===== config.mk =====
export PLATFORM = sky130hd
export DESIGN_NAME = hp35_sram_port_arbiter_flat
export DESIGN_NICKNAME = d
export VERILOG_FILES = /design/src/rtl/hp35_sram_port_arbiter_if.sv /design/src/rtl/hp35_sram_port_arbiter.sv /design/src/flat_wrapper.sv
export SDC_FILE = /design/constraint.sdc
export NUM_CORES = 1
export LEC_CHECK = 0
export ABC_CLOCK_PERIOD_IN_PS = 1900
export BUFFER_PORTS_ARGS = -buffer_cell sky130_fd_sc_hd__buf_2
export CORE_ASPECT_RATIO = 0.9
export CORE_MARGIN = 10
export CORE_UTILIZATION = 30
export DETAILED_ROUTE_END_ITERATION = 8
export PLACE_DENSITY = 0.67
export SYNTH_ARGS = -nofsm -noshare
export SYNTH_HDL_FRONTEND = slang
export SYNTH_SLANG_ARGS = --single-unit

===== constraint.sdc =====
create_clock -name wb_clk_i -period 1.9 [get_ports wb_clk_i]
set_input_delay 0.095 -clock wb_clk_i [delete_from_list [all_inputs] [get_ports wb_clk_i]]
set_output_delay 0.095 -clock wb_clk_i [all_outputs]
set_load 0.1 [all_outputs]

===== src/rtl/hp35_sram_port_arbiter_if.sv =====
// -----------------------------------------------------------------------------
// hp35_sram_port_arbiter_if
//
// Purpose: bundles every signal that crosses the boundary of the port-0 SRAM
// arbiter. It carries three groups of signals:
//   - the Wishbone slave window,
//   - the logic-analyzer debug strobes,
//   - SRAM port 0 and the busy flag.
//
// Modports:
//   slave  - the arbiter. It takes requests and sram_dout0, and drives the
//            acknowledges, the read data and the SRAM controls.
//   master - everything around the arbiter: the bus master, the debug logic
//            and the SRAM macro.
//
// Signal summary:
//   wbs_cyc_i/stb_i/we_i  Wishbone cycle, strobe and write enable
//   wbs_sel_i [3:0]       byte enables
//   wbs_adr_i [31:0]      byte address
//   wbs_dat_i [31:0]      write data
//   wbs_ack_o             one-cycle acknowledge
//   wbs_dat_o [31:0]      read data
//   la_req                debug request (the rising edge triggers)
//   la_we, la_addr        debug write enable and word address
//   la_wdata, la_wmask    debug write data and byte mask
//   la_done               one-cycle debug completion pulse
//   la_rdata              debug read data
//   sram_csb0/web0        active-low chip select and write enable
//   sram_wmask0           SRAM byte mask
//   sram_addr0            SRAM word address
//   sram_din0             SRAM write data
//   sram_dout0            SRAM read data
//   busy                  high while the arbiter is not idle
// -----------------------------------------------------------------------------
interface hp35_sram_port_arbiter_if #(
    parameter int AW = 8,
    parameter int DW = 32
);
    logic          wbs_cyc_i;
    logic          wbs_stb_i;
    logic          wbs_we_i;
    logic [3:0]    wbs_sel_i;
    logic [31:0]   wbs_adr_i;
    logic [31:0]   wbs_dat_i;
    logic          wbs_ack_o;
    logic [31:0]   wbs_dat_o;

    logic          la_req;
    logic          la_we;
    logic [AW-1:0] la_addr;
    logic [DW-1:0] la_wdata;
    logic [3:0]    la_wmask;
    logic          la_done;
    logic [DW-1:0] la_rdata;

    logic          sram_csb0;
    logic          sram_web0;
    logic [3:0]    sram_wmask0;
    logic [AW-1:0] sram_addr0;
    logic [DW-1:0] sram_din0;
    logic [DW-1:0] sram_dout0;

    logic          busy;

    modport slave (
        input  wbs_cyc_i, wbs_stb_i, wbs_we_i, wbs_sel_i, wbs_adr_i, wbs_dat_i,
        output wbs_ack_o, wbs_dat_o,
        input  la_req, la_we, la_addr, la_wdata, la_wmask,
        output la_done, la_rdata,
        output sram_csb0, sram_web0, sram_wmask0, sram_addr0, sram_din0,
        input  sram_dout0,
        output busy
    );

    modport master (
        output wbs_cyc_i, wbs_stb_i, wbs_we_i, wbs_sel_i, wbs_adr_i, wbs_dat_i,
        input  wbs_ack_o, wbs_dat_o,
        output la_req, la_we, la_addr, la_wdata, la_wmask,
        input  la_done, la_rdata,
        input  sram_csb0, sram_web0, sram_wmask0, sram_addr0, sram_din0,
        output sram_dout0,
        input  busy
    );
endinterface


===== src/rtl/hp35_sram_port_arbiter.sv =====
// -----------------------------------------------------------------------------
// hp35_sram_port_arbiter
//
// Purpose: shares read/write port 0 of the HP-35 microcode SRAM between two
// requesters:
//   - the Wishbone slave window, used for ROM loading and readback;
//   - the logic-analyzer debug strobes.
// At most one access is in flight at a time. Every output is a register.
//
// Ports:
//   wb_clk_i  single clock; also clocks SRAM port 0
//   wb_rst_i  synchronous active-high reset
//   bus       hp35_sram_port_arbiter_if.slave: the Wishbone, debug and
//             SRAM port-0 signals, plus busy
//
// Access sequence: IDLE -> ACCESS -> (CAPTURE, reads only) -> RESP -> IDLE.
//   - Wishbone write: ack two cycles after the strobe is sampled.
//   - Wishbone read:  ack three cycles after the strobe is sampled.
// -----------------------------------------------------------------------------
module hp35_sram_port_arbiter #(
    parameter logic [31:0] BASE_ADDR = 32'h3000_0000,
    parameter int          AW        = 8,
    parameter int          DW        = 32
) (
    input  logic                            wb_clk_i,
    input  logic                            wb_rst_i,
    hp35_sram_port_arbiter_if.slave         bus
);

    typedef enum logic [1:0] {
        S_IDLE    = 2'd0,
        S_ACCESS  = 2'd1,
        S_CAPTURE = 2'd2,
        S_RESP    = 2'd3
    } state_t;

    state_t        r_state, w_state_next;

    // Request bookkeeping
    logic          r_la_req_q;
    logic          r_la_pend,       w_la_pend_next;
    logic          r_last_grant_la, w_last_grant_la_next;   // 1 = debug won last
    logic          r_wb_acked,      w_wb_acked_next;
    logic          r_req_we,        w_req_we_next;
    logic          r_req_la,        w_req_la_next;

    // Registered outputs
    logic          r_csb,       w_csb_next;
    logic          r_web,       w_web_next;
    logic [3:0]    r_wmask,     w_wmask_next;
    logic [AW-1:0] r_addr,      w_addr_next;
    logic [DW-1:0] r_din,       w_din_next;
    logic          r_ack,       w_ack_next;
    logic [31:0]   r_wb_dat,    w_wb_dat_next;
    logic          r_done,      w_done_next;
    logic [DW-1:0] r_la_rdata,  w_la_rdata_next;
    logic          r_busy;

    logic          w_wb_hit;
    logic          w_la_rise;
    logic          w_la_want;
    logic          w_grant_wb;
    logic          w_grant_la;
    logic          w_finish;

    // A strobe that has already been acknowledged must not start a second
    // access. This matters while the master is still releasing stb.
    assign w_wb_hit = bus.wbs_cyc_i & bus.wbs_stb_i & ~r_wb_acked &
                      (bus.wbs_adr_i[31:10] == BASE_ADDR[31:10]);

    // A fresh edge competes in the same cycle it is seen, so a debug access
    // has the same latency as a Wishbone access. If the edge is not granted
    // at once, it is held in la_pend.
    assign w_la_rise = bus.la_req & ~r_la_req_q;
    assign w_la_want = r_la_pend | w_la_rise;

    // Round-robin: under contention, the side that did not win last time wins.
    assign w_grant_wb = w_wb_hit  & (~w_la_want | r_last_grant_la);
    assign w_grant_la = w_la_want & (~w_wb_hit  | ~r_last_grant_la);

    always_ff @(posedge wb_clk_i) begin
        if (wb_rst_i) begin
            r_state         <= S_IDLE;
            r_la_req_q      <= 1'b1;    // a level held through reset is not an edge
            r_la_pend       <= 1'b0;
            r_last_grant_la <= 1'b1;
            r_wb_acked      <= 1'b0;
            r_req_we        <= 1'b0;
            r_req_la        <= 1'b0;
            r_csb           <= 1'b1;
            r_web           <= 1'b1;
            r_wmask         <= 4'h0;
            r_addr          <= '0;
            r_din           <= '0;
            r_ack           <= 1'b0;
            r_wb_dat        <= '0;
            r_done          <= 1'b0;
            r_la_rdata      <= '0;
            r_busy          <= 1'b0;
        end else begin
            r_state         <= w_state_next;
            r_la_req_q      <= bus.la_req;
            r_la_pend       <= w_la_pend_next;
            r_last_grant_la <= w_last_grant_la_next;
            r_wb_acked      <= w_wb_acked_next;
            r_req_we        <= w_req_we_next;
            r_req_la        <= w_req_la_next;
            r_csb           <= w_csb_next;
            r_web           <= w_web_next;
            r_wmask         <= w_wmask_next;
            r_addr          <= w_addr_next;
            r_din           <= w_din_next;
            r_ack           <= w_ack_next;
            r_wb_dat        <= w_wb_dat_next;
            r_done          <= w_done_next;
            r_la_rdata      <= w_la_rdata_next;
            r_busy          <= (w_state_next != S_IDLE);
        end
    end

    always_comb begin
        w_state_next         = r_state;
        w_csb_next           = 1'b1;
        w_web_next           = 1'b1;
        w_wmask_next         = r_wmask;
        w_addr_next          = r_addr;
        w_din_next           = r_din;
        w_ack_next           = 1'b0;
        w_done_next          = 1'b0;
        w_wb_dat_next        = r_wb_dat;
        w_la_rdata_next      = r_la_rdata;
        w_req_we_next        = r_req_we;
        w_req_la_next        = r_req_la;
        w_last_grant_la_next = r_last_grant_la;
        w_la_pend_next       = w_la_want;
        w_wb_acked_next      = r_wb_acked & bus.wbs_cyc_i & bus.wbs_stb_i;
        w_finish             = 1'b0;

        unique case (r_state)
            S_IDLE: begin
                // The controls are loaded on the grant edge. ACCESS then
                // drives the SRAM with values that later changes on the
                // request inputs cannot disturb.
                if (w_grant_wb) begin
                    w_state_next         = S_ACCESS;
                    w_csb_next           = 1'b0;
                    w_web_next           = ~bus.wbs_we_i;
                    w_wmask_next         = bus.wbs_we_i ? bus.wbs_sel_i : 4'hF;
                    w_addr_next          = bus.wbs_adr_i[AW+1:2];
                    w_din_next           = bus.wbs_dat_i;
                    w_req_we_next        = bus.wbs_we_i;
                    w_req_la_next        = 1'b0;
                    w_last_grant_la_next = 1'b0;
                end else if (w_grant_la) begin
                    w_state_next         = S_ACCESS;
                    w_csb_next           = 1'b0;
                    w_web_next           = ~bus.la_we;
                    w_wmask_next         = bus.la_we ? bus.la_wmask : 4'hF;
                    w_addr_next          = bus.la_addr;
                    w_din_next           = bus.la_wdata;
                    w_req_we_next        = bus.la_we;
                    w_req_la_next        = 1'b1;
                    w_last_grant_la_next = 1'b1;
                    w_la_pend_next       = 1'b0;
                end
            end
            S_ACCESS: begin
                if (r_req_we) begin
                    w_state_next = S_RESP;
                    w_finish     = 1'b1;
                end else begin
                    w_state_next = S_CAPTURE;
                end
            end
            S_CAPTURE: begin
                if (r_req_la) begin
                    w_la_rdata_next = bus.sram_dout0;
                end else begin
                    w_wb_dat_next   = bus.sram_dout0;
                end
                w_state_next = S_RESP;
                w_finish     = 1'b1;
            end
            S_RESP: begin
                w_state_next = S_IDLE;
            end
            default: begin
                w_state_next = S_IDLE;
            end
        endcase

        // The response pulse is registered on the edge that enters RESP, so
        // it is visible exactly while the FSM sits in RESP. A Wishbone master
        // that has dropped cyc by then gets no ack. The SRAM access has
        // completed regardless.
        if (w_finish) begin
            if (r_req_la) begin
                w_done_next = 1'b1;
            end else if (bus.wbs_cyc_i) begin
                w_ack_next      = 1'b1;
                w_wb_acked_next = 1'b1;
            end
        end
    end

    assign bus.sram_csb0   = r_csb;
    assign bus.sram_web0   = r_web;
    assign bus.sram_wmask0 = r_wmask;
    assign bus.sram_addr0  = r_addr;
    assign bus.sram_din0   = r_din;
    assign bus.wbs_ack_o   = r_ack;
    assign bus.wbs_dat_o   = r_wb_dat;
    assign bus.la_done     = r_done;
    assign bus.la_rdata    = r_la_rdata;
    assign bus.busy        = r_busy;

endmodule


===== src/flat_wrapper.sv =====
// flat-port wrapper written by rule: the top's interface ports become plain ports
module hp35_sram_port_arbiter_flat 
#(
    parameter logic [31:0] BASE_ADDR = 32'h3000_0000,
    parameter int          AW        = 8,
    parameter int          DW        = 32
)
  (wb_clk_i, wb_rst_i, bus_wbs_cyc_i, bus_wbs_stb_i, bus_wbs_we_i, bus_wbs_sel_i, bus_wbs_adr_i, bus_wbs_dat_i, bus_wbs_ack_o, bus_wbs_dat_o, bus_la_req, bus_la_we, bus_la_addr, bus_la_wdata, bus_la_wmask, bus_la_done, bus_la_rdata, bus_sram_csb0, bus_sram_web0, bus_sram_wmask0, bus_sram_addr0, bus_sram_din0, bus_sram_dout0, bus_busy);
  hp35_sram_port_arbiter_if #(.AW(AW), .DW(DW)) bus_i ();
  input  logic wb_clk_i;
  input  logic wb_rst_i;
  input wire logic [$bits(bus_i.wbs_cyc_i)-1:0] bus_wbs_cyc_i;
  input wire logic [$bits(bus_i.wbs_stb_i)-1:0] bus_wbs_stb_i;
  input wire logic [$bits(bus_i.wbs_we_i)-1:0] bus_wbs_we_i;
  input wire logic [$bits(bus_i.wbs_sel_i)-1:0] bus_wbs_sel_i;
  input wire logic [$bits(bus_i.wbs_adr_i)-1:0] bus_wbs_adr_i;
  input wire logic [$bits(bus_i.wbs_dat_i)-1:0] bus_wbs_dat_i;
  output wire logic [$bits(bus_i.wbs_ack_o)-1:0] bus_wbs_ack_o;
  output wire logic [$bits(bus_i.wbs_dat_o)-1:0] bus_wbs_dat_o;
  input wire logic [$bits(bus_i.la_req)-1:0] bus_la_req;
  input wire logic [$bits(bus_i.la_we)-1:0] bus_la_we;
  input wire logic [$bits(bus_i.la_addr)-1:0] bus_la_addr;
  input wire logic [$bits(bus_i.la_wdata)-1:0] bus_la_wdata;
  input wire logic [$bits(bus_i.la_wmask)-1:0] bus_la_wmask;
  output wire logic [$bits(bus_i.la_done)-1:0] bus_la_done;
  output wire logic [$bits(bus_i.la_rdata)-1:0] bus_la_rdata;
  output wire logic [$bits(bus_i.sram_csb0)-1:0] bus_sram_csb0;
  output wire logic [$bits(bus_i.sram_web0)-1:0] bus_sram_web0;
  output wire logic [$bits(bus_i.sram_wmask0)-1:0] bus_sram_wmask0;
  output wire logic [$bits(bus_i.sram_addr0)-1:0] bus_sram_addr0;
  output wire logic [$bits(bus_i.sram_din0)-1:0] bus_sram_din0;
  input wire logic [$bits(bus_i.sram_dout0)-1:0] bus_sram_dout0;
  output wire logic [$bits(bus_i.busy)-1:0] bus_busy;
  assign bus_i.wbs_cyc_i = bus_wbs_cyc_i;
  assign bus_i.wbs_stb_i = bus_wbs_stb_i;
  assign bus_i.wbs_we_i = bus_wbs_we_i;
  assign bus_i.wbs_sel_i = bus_wbs_sel_i;
  assign bus_i.wbs_adr_i = bus_wbs_adr_i;
  assign bus_i.wbs_dat_i = bus_wbs_dat_i;
  assign bus_wbs_ack_o = bus_i.wbs_ack_o;
  assign bus_wbs_dat_o = bus_i.wbs_dat_o;
  assign bus_i.la_req = bus_la_req;
  assign bus_i.la_we = bus_la_we;
  assign bus_i.la_addr = bus_la_addr;
  assign bus_i.la_wdata = bus_la_wdata;
  assign bus_i.la_wmask = bus_la_wmask;
  assign bus_la_done = bus_i.la_done;
  assign bus_la_rdata = bus_i.la_rdata;
  assign bus_sram_csb0 = bus_i.sram_csb0;
  assign bus_sram_web0 = bus_i.sram_web0;
  assign bus_sram_wmask0 = bus_i.sram_wmask0;
  assign bus_sram_addr0 = bus_i.sram_addr0;
  assign bus_sram_din0 = bus_i.sram_din0;
  assign bus_i.sram_dout0 = bus_sram_dout0;
  assign bus_busy = bus_i.busy;
  hp35_sram_port_arbiter #(.BASE_ADDR(BASE_ADDR), .AW(AW), .DW(DW)) u_core (.wb_clk_i(wb_clk_i), .wb_rst_i(wb_rst_i), .bus(bus_i));
endmodule

# After elaboration in Yosys (flattened, before gate mapping)
# Index checks and enable logic that the tools add are counted.
word_totals:
  reg_bits: 121
  elab_cells: 81
op_classes:
  n_eq_ne: 4
  n_mux: 30
  bitwise_logic: 21
  n_reduce_logical: 9
op_table:
  columns: ["cell", "count"]
  rows:
  - ["2-to-1 mux 32 bit", 2]
  - ["== test 22 x 20 -> 1 bit, second input constant", 1]
  - ["2-to-1 mux 1 bit", 18]
  - ["2-to-1 mux 4 bit", 4]
  - ["2-to-1 mux 8 bit", 2]
  - ["NOT 1 bit", 10]
  - ["bitwise AND 1 bit", 8]
  - ["case mux 2 bit (4 select lines)", 1]
  - ["AND reduction 2 bit", 3]
  - ["== test 2 bit, second input constant", 2]
  - ["2-to-1 mux 2 bit", 2]
  - ["nonzero test 2 bit", 2]
  - ["OR reduction 2 bit", 2]
  - ["OR 1 bit", 3]
  - ["OR reduction 3 bit", 1]
  - ["== test 2 x 1 -> 1 bit, second input constant", 1]
  - ["logical NOT 2 bit", 1]
  - ["case mux 1 bit (2 select lines)", 1]

# Longest topological paths before layout
# Gate-level depths: netlist of run 1.
logic_depth:
  ltp_word: 10
  depth_mapped: 8
  depth_no_buf: 6

# Worst setup path before layout of run 1
# Ideal clock, no wire load.
synth_path:
  path_kind: "reg-to-reg"
  startpoint: "reg u_core.r_state[0]"
  endpoint: "reg u_core.r_last_grant_la"
  setup_time_ns: 0.127
  arrival_time_ns: 1.433
  required_ns: 1.773
  setup_slack_ns: 0.341
  stages_incl_launch_ff: 9
  period_less_slack_ns: 1.559
  path_cell_list: "dfxtp_1 -> inv_1 -> ha_1 -> and4_1 -> a22o_4 -> buf_6 -> buf_6 -> mux2i_1 -> nand2_1"
synth_via:
  elab_chain_len: 2
synth_lines:
  columns: ["element", "line_no", "text"]
  rows:
  - ["start, declared", "hp35_sram_port_arbiter.sv:37", "state_t r_state, w_state_next;"]
  - ["start signal, assigned", "hp35_sram_port_arbiter.sv:101", "r_state <= w_state_next;"]
  - ["logical NOT 2 bit", "hp35_sram_port_arbiter.sv:139", "unique case (r_state)"]
  - ["AND reduction 2 bit (no line)", null, null]
  - ["end signal, assigned", "hp35_sram_port_arbiter.sv:104", "r_last_grant_la <= w_last_grant_la_next;"]
  - ["end, declared", "hp35_sram_port_arbiter.sv:42", "logic r_last_grant_la, w_last_grant_la_next;"]
# Every way passes these cells.
# A chain may end at the register's enable or synchronous reset.

# Worst setup path after layout of run 1
layout_path:
  startpoint: "reg u_core.r_state[0]"
  endpoint: "reg u_core.r_din[17] (netlist: u_core.bus.sram_din0[17])"
layout_via:
  elab_chain_len: 2
layout_lines:
  columns: ["element", "line_no", "text"]
  rows:
  - ["logical NOT 2 bit", "hp35_sram_port_arbiter.sv:139", null]
  - ["AND reduction 2 bit (no line)", null, null]
  - ["end signal, assigned", "hp35_sram_port_arbiter.sv:112", "r_din <= w_din_next;"]
  - ["end, declared", "hp35_sram_port_arbiter.sv:52", "logic [DW-1:0] r_din, w_din_next;"]
# Every way passes these cells.

==> reports/metrics.cfg, run 1 <==
[outcome]
status=complete, no violations

[setup_path]
cp.arrival_ns=2.02
slowest_delay_ns=0.37
crit_slowest_cell=dfxtp_1
crit_path_cell_trace=inv_1, ha_1, and4_1, a22o_4, buf_12, o21ai_0, a31oi_1
crit_path_max_fanout=42
crit_path_end_kind=flip-flop
crit_path_start_kind=flip-flop
required_ns=2.19
crit_type=flip-flop to flip-flop

[cells_and_area]
fin_nets=1111
area_growth_pct=69.9
layout.area.seq_mm2=0.00242
multiInputGateArea_mm2=0.00207
nFillCells=1418
drive_above_1_share_pct=32.6
finalNonFillerCells=1174

[sta]
hold_ws_ns=0.0275
tightest_slew_ns=0.764
relSlewSlack_pct=49.1
rsz0062_at_grt=false
fmax_ghz=0.576
skew_ns=0.00645
maxSlewViolCount=0
fin_crit_sh_pct=91.3
finalSetupViolations=0
finalSetupTns_ns=0
layout_setup_ws_ns=0.165
hold_violations=0
fin_crit_ns=1.74

[flow_run]
drv_cap=0

[clocking]
ctsLongestPathBuffers=2
cts_tree=done
clock_sinks=121
cts_made_buffers=17
cts_setup_buffers=0
h-tree-depth=4
clockRootBuffer=clkbuf_16
cts-hold-fix-buffers=116
clk_pin_slew_ns=0.06
cts_resized=0
insertion_delay_ns=0.41

[die]
core_region_area_mm2=0.0154
placementRows=43
start_util_pct=30.7
dieArea_mm2=0.0212
die_w_um=152
io_pins=264
die_y_um=139

[placement]
place_inst=1023
place_ws_ns=0.182
dpl.hpwl_mm=12.3
io_buffers=261
routabilityCongestion=0.823

[drt]
ant_nets=0
vias=5521
wirelength_mm=19.0
dr.pass1.iters=5
viasPerCell=4.70
drc=0
wl_per_cell_um=16.2
first_iter_violations=312

[global_route]
gr-usage-all-layers_pct=16.9
grt_pass1_vias=5587
gr-total-overflow=0
grt_pass1_wl_mm=29.6
antenna_found_initial=3
grt_max_degree=70

[synth]
yosysSeqAreaShare_pct=51.1
mappedNetlistNets=746
post_synth_num_cell_types=41
synth_ff_type=dfxtp_1
ys_async_sr_fraction_pct=0
ys_seq_elements=121
syn_area_mm2=0.00474
synth_cells=591
synth_edf_count=0
postSynthAreaPerCell_um2=8.02
yosysWarningCount=0

[power]
p_leak_nw=3.65
p_per_area_mw_per_mm2=1310
irDropWorstVdd_mv=0.840

[worst_hold_path]
hold_class=input port to flip-flop

[worst max-delay path: cells and delay by family (launching register included)]
kind | cells | cell delay [ns]
and+or+nand+nor | 1 | 0.18
buffers and inverters | 2 | 0.28
DFF | 1 | 0.37
AOI/OAI and AO/OA | 3 | 0.53
adders and majority gates | 1 | 0.24
[power breakdown]
part / switching [mW] / internal, mW / leakage (nW)
sequential: 0.166 / 2.89 / 0.983
clock: 1.23 / 2.11 / 0.287
combinational: 3.23 / 0.884 / 2.39
[cell usage after synthesis (2+ instances only)]
master	n	area share, %
buf_2	4	0.42
nor4b_1	2	0.37
inv_1	5	0.40
nor4_1	2	0.26
o21ai_0	42	4.4
nor2b_1	6	0.79
nand3b_1	3	0.48
buf_8	2	0.63
nand2_1	216	17
nor2_1	6	0.48
buf_6	5	1.2
dfxtp_1	121	51
a32oi_1	2	0.37
a21oi_1	67	7.1
nor4_2	2	0.53
nor4b_2	2	0.63
a32o_1	3	0.63
nor3_1	3	0.32
and2_1	4	0.53
a31oi_1	38	5.0
ha_1	4	1.1
clkbuf_1	33	2.6
[cell families after synthesis]
family / Yosys count / share of synthesized area [%]
flip-flops: 121 / 51.1
AO/OA/AOI/OAI: 160 / 19.2
adder cells (fa/ha/maj): 4 / 1.06
AND/OR/NAND/NOR: 256 / 23.2
multiplexers: 1 / 0.211
buffers and inverters: 49 / 5.26
[state kept, by name, summed over array words and instances (netlist names)]
signal,cells
u_core.bus.la_done,1
u_core.bus.la_rdata,32
u_core.bus.wbs_ack_o,1
u_core.bus.sram_addr0,8
u_core.bus.wbs_dat_o,32
u_core.r_la_req_q,1
u_core.bus.busy,1
u_core.r_state,2
u_core.r_req_we,1
u_core.r_req_la,1
u_core.bus.sram_din0,32
u_core.bus.sram_web0,1
u_core.bus.sram_csb0,1
u_core.r_la_pend,1
u_core.r_last_grant_la,1
u_core.r_wb_acked,1
u_core.bus.sram_wmask0,4
[worst paths after layout]
| check | slack (ns) | cells past startpoint | end | start |
|---|---|---|---|---|
| hold reg to reg | 0.45 | 2 | u_core.bus.la_rdata[16]$_SDFFE_PP0P_ | u_core.bus.la_rdata[16]$_SDFFE_PP0P_ |
| setup reg to reg | 0.16 | 7 | u_core.bus.sram_din0[17]$_SDFFE_PP0P_ | u_core.r_state[0]$_SDFF_PP0_ |
| setup / recovery | 0.16 | 7 | u_core.bus.sram_din0[17]$_SDFFE_PP0P_ | u_core.r_state[0]$_SDFF_PP0_ |
| hold / removal | 0.03 | 3 | u_core.bus.sram_wmask0[0]$_SDFFE_PP0P_ | bus_wbs_sel_i[0] |
[routing by layer]
metal,GRT usage [%],wire length (um)
met5,0,0
met4,9.38,756
met3,5.33,1270
met2,29.0,9540
met1,18.2,7400
[layout make-up]
type / instances / area share, %
antenna: 3 / 0.0933
clock buffer: 19 / 5.50
clock inverter: 13 / 2.10
inverter: 5 / 0.233
multi-input combinational: 421 / 25.7
sequential: 121 / 30.1
tap: 202 / 3.14
timing repair buffer: 390 / 33.1
[layout by cell type (no fill, tap or decap), drive strengths merged, types with 3 or more instances in the layout]
cell,n
nand2,216
nor2,6
clkinv,3
clkinvlp,4
buf,274
nor2b,6
and2,4
a31oi,38
nor3,3
ha,4
clkbuf,19
nand3b,3
nor4,4
nor4b,4
diode,3
dfxtp,121
dlygate4sd3,116
a21oi,67
bufinv,3
inv,8
o21ai,43
a32o,3
[through the flow]
stage / power, mW / util (%) / instance area, um2
2_1_floorplan: 6.18 / - / 4740
3_3_place_gp: 6.99 / 40.6 / 6270
3_5_place_dp: 7.03 / 40.6 / 6270
4_1_cts: 10.6 / 52.1 / 8040
5_1_grt: 10.9 / 52.1 / 8050
6_report: 10.5 / 52.1 / 8050
Note: power is estimated with default switching activity, not from simulation.
==> run 2: changes to the inputs <==
ABC_AREA = 1   (was unset)
PLACE_DENSITY = 0.65   (was 0.67)
==> run 2 against run 1 <==
  * Combinational power rose by 34%
  * Global-route usage fell by 1.5 points
  * Maximum frequency rose by 0.69%
  * Synthesized cell count rose by 48%
  * Total power rose by 14%
  * Largest power group unchanged
  * Critical path depth rose by 5
  * Die area rose by 16%
  * Critical path type is now input port to flip-flop
  * Wire length rose by 2.5%
  * Count of clock-buffer cells in the layout did not move
  * Utilization fell by 7.4 points
  * Sequential power rose by 6.5%
  * Clock power fell by 4%
==> reports/metrics.cfg, run 2 <==
[outcome]
status=complete, no violations

[setup_path]
crit_path_start_kind=input port
cp.arrival_ns=2.03  ; about the same
crit_type=input port to flip-flop
crit_path_max_fanout=38  ; -9.5%
crit_path_end_kind=flip-flop
required_ns=2.20  ; about the same

[drt]
first_iter_violations=327  ; +4.8%
vias=6034  ; +9.3%
ant_nets=0  ; unchanged
wirelength_mm=19.4  ; +2.5%
wl_per_cell_um=13.6  ; -16%
dr.pass1.iters=4  ; -1
drc=0  ; unchanged
viasPerCell=4.24  ; -9.9%

[global_route]
gr-usage-all-layers_pct=15.4  ; -1.5 points
use_met3_pct=7.28  ; +1.9 points
grt_util_met2_pct=25.8  ; -3.2 points
grt.busiest_layer=met2
grt_pass1_vias=5958  ; +6.6%
antenna_found_initial=0  ; -3
grt_max_degree=46  ; -34%
grt_pass1_wl_mm=30.4  ; +2.7%
gr-total-overflow=0  ; unchanged
grt.met1_usage_pct=17.0  ; -1.2 points

[synth]
synth_most_common_cell=nor2_1
ys_top_cells_by_area=dfxtp_1 (43%), nor2_1 (17%), nand2_1 (11%)
synth_edf_count=0  ; unchanged
synth_cells=875  ; +48%
synth_ff_type=dfxtp_1
synth_commonest_cells=nor2_1 (256), nand2_1 (169), dfxtp_1 (121)
yosysWarningCount=0  ; unchanged
yosysSeqAreaShare_pct=43.2  ; -7.9 points
post_synth_num_cell_types=24  ; -41%
postSynthAreaPerCell_um2=6.41  ; -20%
synth_top_area_share_pct=43.2  ; -7.9 points
mappedNetlistNets=1030  ; +38%
ys_seq_elements=121  ; unchanged
synth_top_cell_by_area=dfxtp_1
syn_area_mm2=0.00561  ; +18%
ys_async_sr_fraction_pct=0  ; unchanged

[die]
dieArea_mm2=0.0246  ; +16%
io_pins=264  ; unchanged
start_util_pct=30.6  ; -0.13 points
die_w_um=164  ; +7.6%
core_region_area_mm2=0.0183  ; +19%
placementRows=47  ; +9.3%
die_y_um=150  ; +7.5%

[clocking]
clock_sinks=121  ; unchanged
cts_setup_buffers=0  ; unchanged
clk_pin_slew_ns=0.06  ; about the same
ctsLongestPathBuffers=2  ; unchanged
cts_tree=done
h-tree-depth=4  ; unchanged
cts_made_buffers=17  ; unchanged
insertion_delay_ns=0.41  ; about the same
clockRootBuffer=clkbuf_16
cts_resized=0  ; unchanged

[sta]
finalSetupViolations=0  ; unchanged
fin_crit_ns=1.72  ; -0.0118 ns
rsz0062_at_grt=false
skew_ns=0.00783  ; +0.00138 ns
hold_violations=0  ; unchanged
maxSlewViolCount=0  ; unchanged
finalSetupTns_ns=0  ; unchanged
fmax_ghz=0.580  ; +0.69%
hold_ws_ns=0.0191  ; -0.00842 ns
fin_crit_sh_pct=90.7  ; -0.62 points
relSlewSlack_pct=63.7  ; +15 points
tightest_slew_ns=0.549  ; -0.215 ns

[placement]
routabilityCongestion=0.791  ; -3.9%
dpl-instance-area_mm2=0.00720  ; +15%
dpl.hpwl_mm=14.0  ; +13%
io_buffers=261  ; unchanged

[cells_and_area]
area_growth_pct=46.5
finish.utilization_pct=44.8  ; -7.4 points
diodes=0  ; -3
final_common_cell=buf_2
layout.area.seq_mm2=0.00242  ; unchanged
drive_above_1_share_pct=28.7  ; -3.9 points
multiInputGateArea_mm2=0.00254  ; +23%
layout_common_cells=buf_2 (261), nor2_1 (254), nand2_1 (169)
nFillCells=1893  ; +33%
stdcell_area_mm2=0.00821  ; +2.1%
fin_nets=1321  ; +19%

[power]
irDropWorstVdd_mv=0.587  ; -30%
p_leak_nw=4.35  ; +19%
p_per_area_mw_per_mm2=1460  ; +12%

[worst_hold_path]
hold_class=input port to flip-flop

[flow_run]
drv_cap=0  ; unchanged

## run 2: worst max-delay path, cell delays in order
cell and delay, ns:
dlygate4sd3_1 0.54, buf_2 0.13, inv_2 0.07, nor2_4 0.04, nor2_4 0.18, or2_2 0.21, nand3_4 0.17, inv_2 0.11
buf_12 0.23, nor2_1 0.06, nor2_1 0.12, nor2_1 0.05
## run 2: area by class of cell
cell class                 instances  area share (%)
inverter                         120            5.50
clock inverter                    13            1.74
tap                              245            3.73
clock buffer                      19            5.39
sequential                       121            29.5
multi-input combinational        589            30.9
timing repair buffer             317            23.3
## run 2: path summary, 6_finish.rpt
kind	startpoint	to	slack, ns	cells after the start
hold reg to reg	u_core.bus.la_rdata[0]$_SDFFE_PP0P_	u_core.bus.la_rdata[0]$_SDFFE_PP0P_	0.47	2
setup reg to reg	u_core.r_la_req_q$_SDFF_PP1_	u_core.bus.sram_din0[0]$_SDFFE_PP0P_	0.24	9
setup / recovery	bus_la_req	u_core.bus.sram_din0[0]$_SDFFE_PP0P_	0.18	12
hold / removal	bus_wbs_adr_i[3]	u_core.bus.sram_addr0[1]$_SDFFE_PP0P_	0.02	5
## run 2: what timing repair did
| item | CTS | global route |
|---|---|---|
| endpoints found under the hold margin | 79 | 0 |
| setup endpoints to repair | 0 | 0 |
| hold buffers | 43 | 0 |
## run 2: power breakdown
group	internal, mW	switching, mW	leakage (nW)
registers	3.04	0.226	0.985
logic	0.951	4.54	3.10
clock network	1.98	1.23	0.273
total	5.96	5.99	4.35
## run 2: cell families after synthesis
family,synth area share (%)
fa+ha+maj,0.893
simple gates,36.9
buf+inv,11.9
flops,43.2
compound gates,7.19
## run 2: routing by layer
| layer | part of all wire (%) | wire length (um) |
|---|---|---|
| met4 | 1.5 | 282 |
| met2 | 47 | 9050 |
| met3 | 9.8 | 1900 |
| met1 | 42 | 8210 |
| met5 | 0 | 0 |
## run 2: through the flow
stage	setup WS [ns]	power, mW	instances
after floorplan	0.403	7.72	875
after global placement	0.253	8.72	1349
after detailed placement	0.236	8.76	1349
after CTS	0.191	12.1	1424
after global routing	0.0466	12.6	1424
final	0.176	12.0	1424
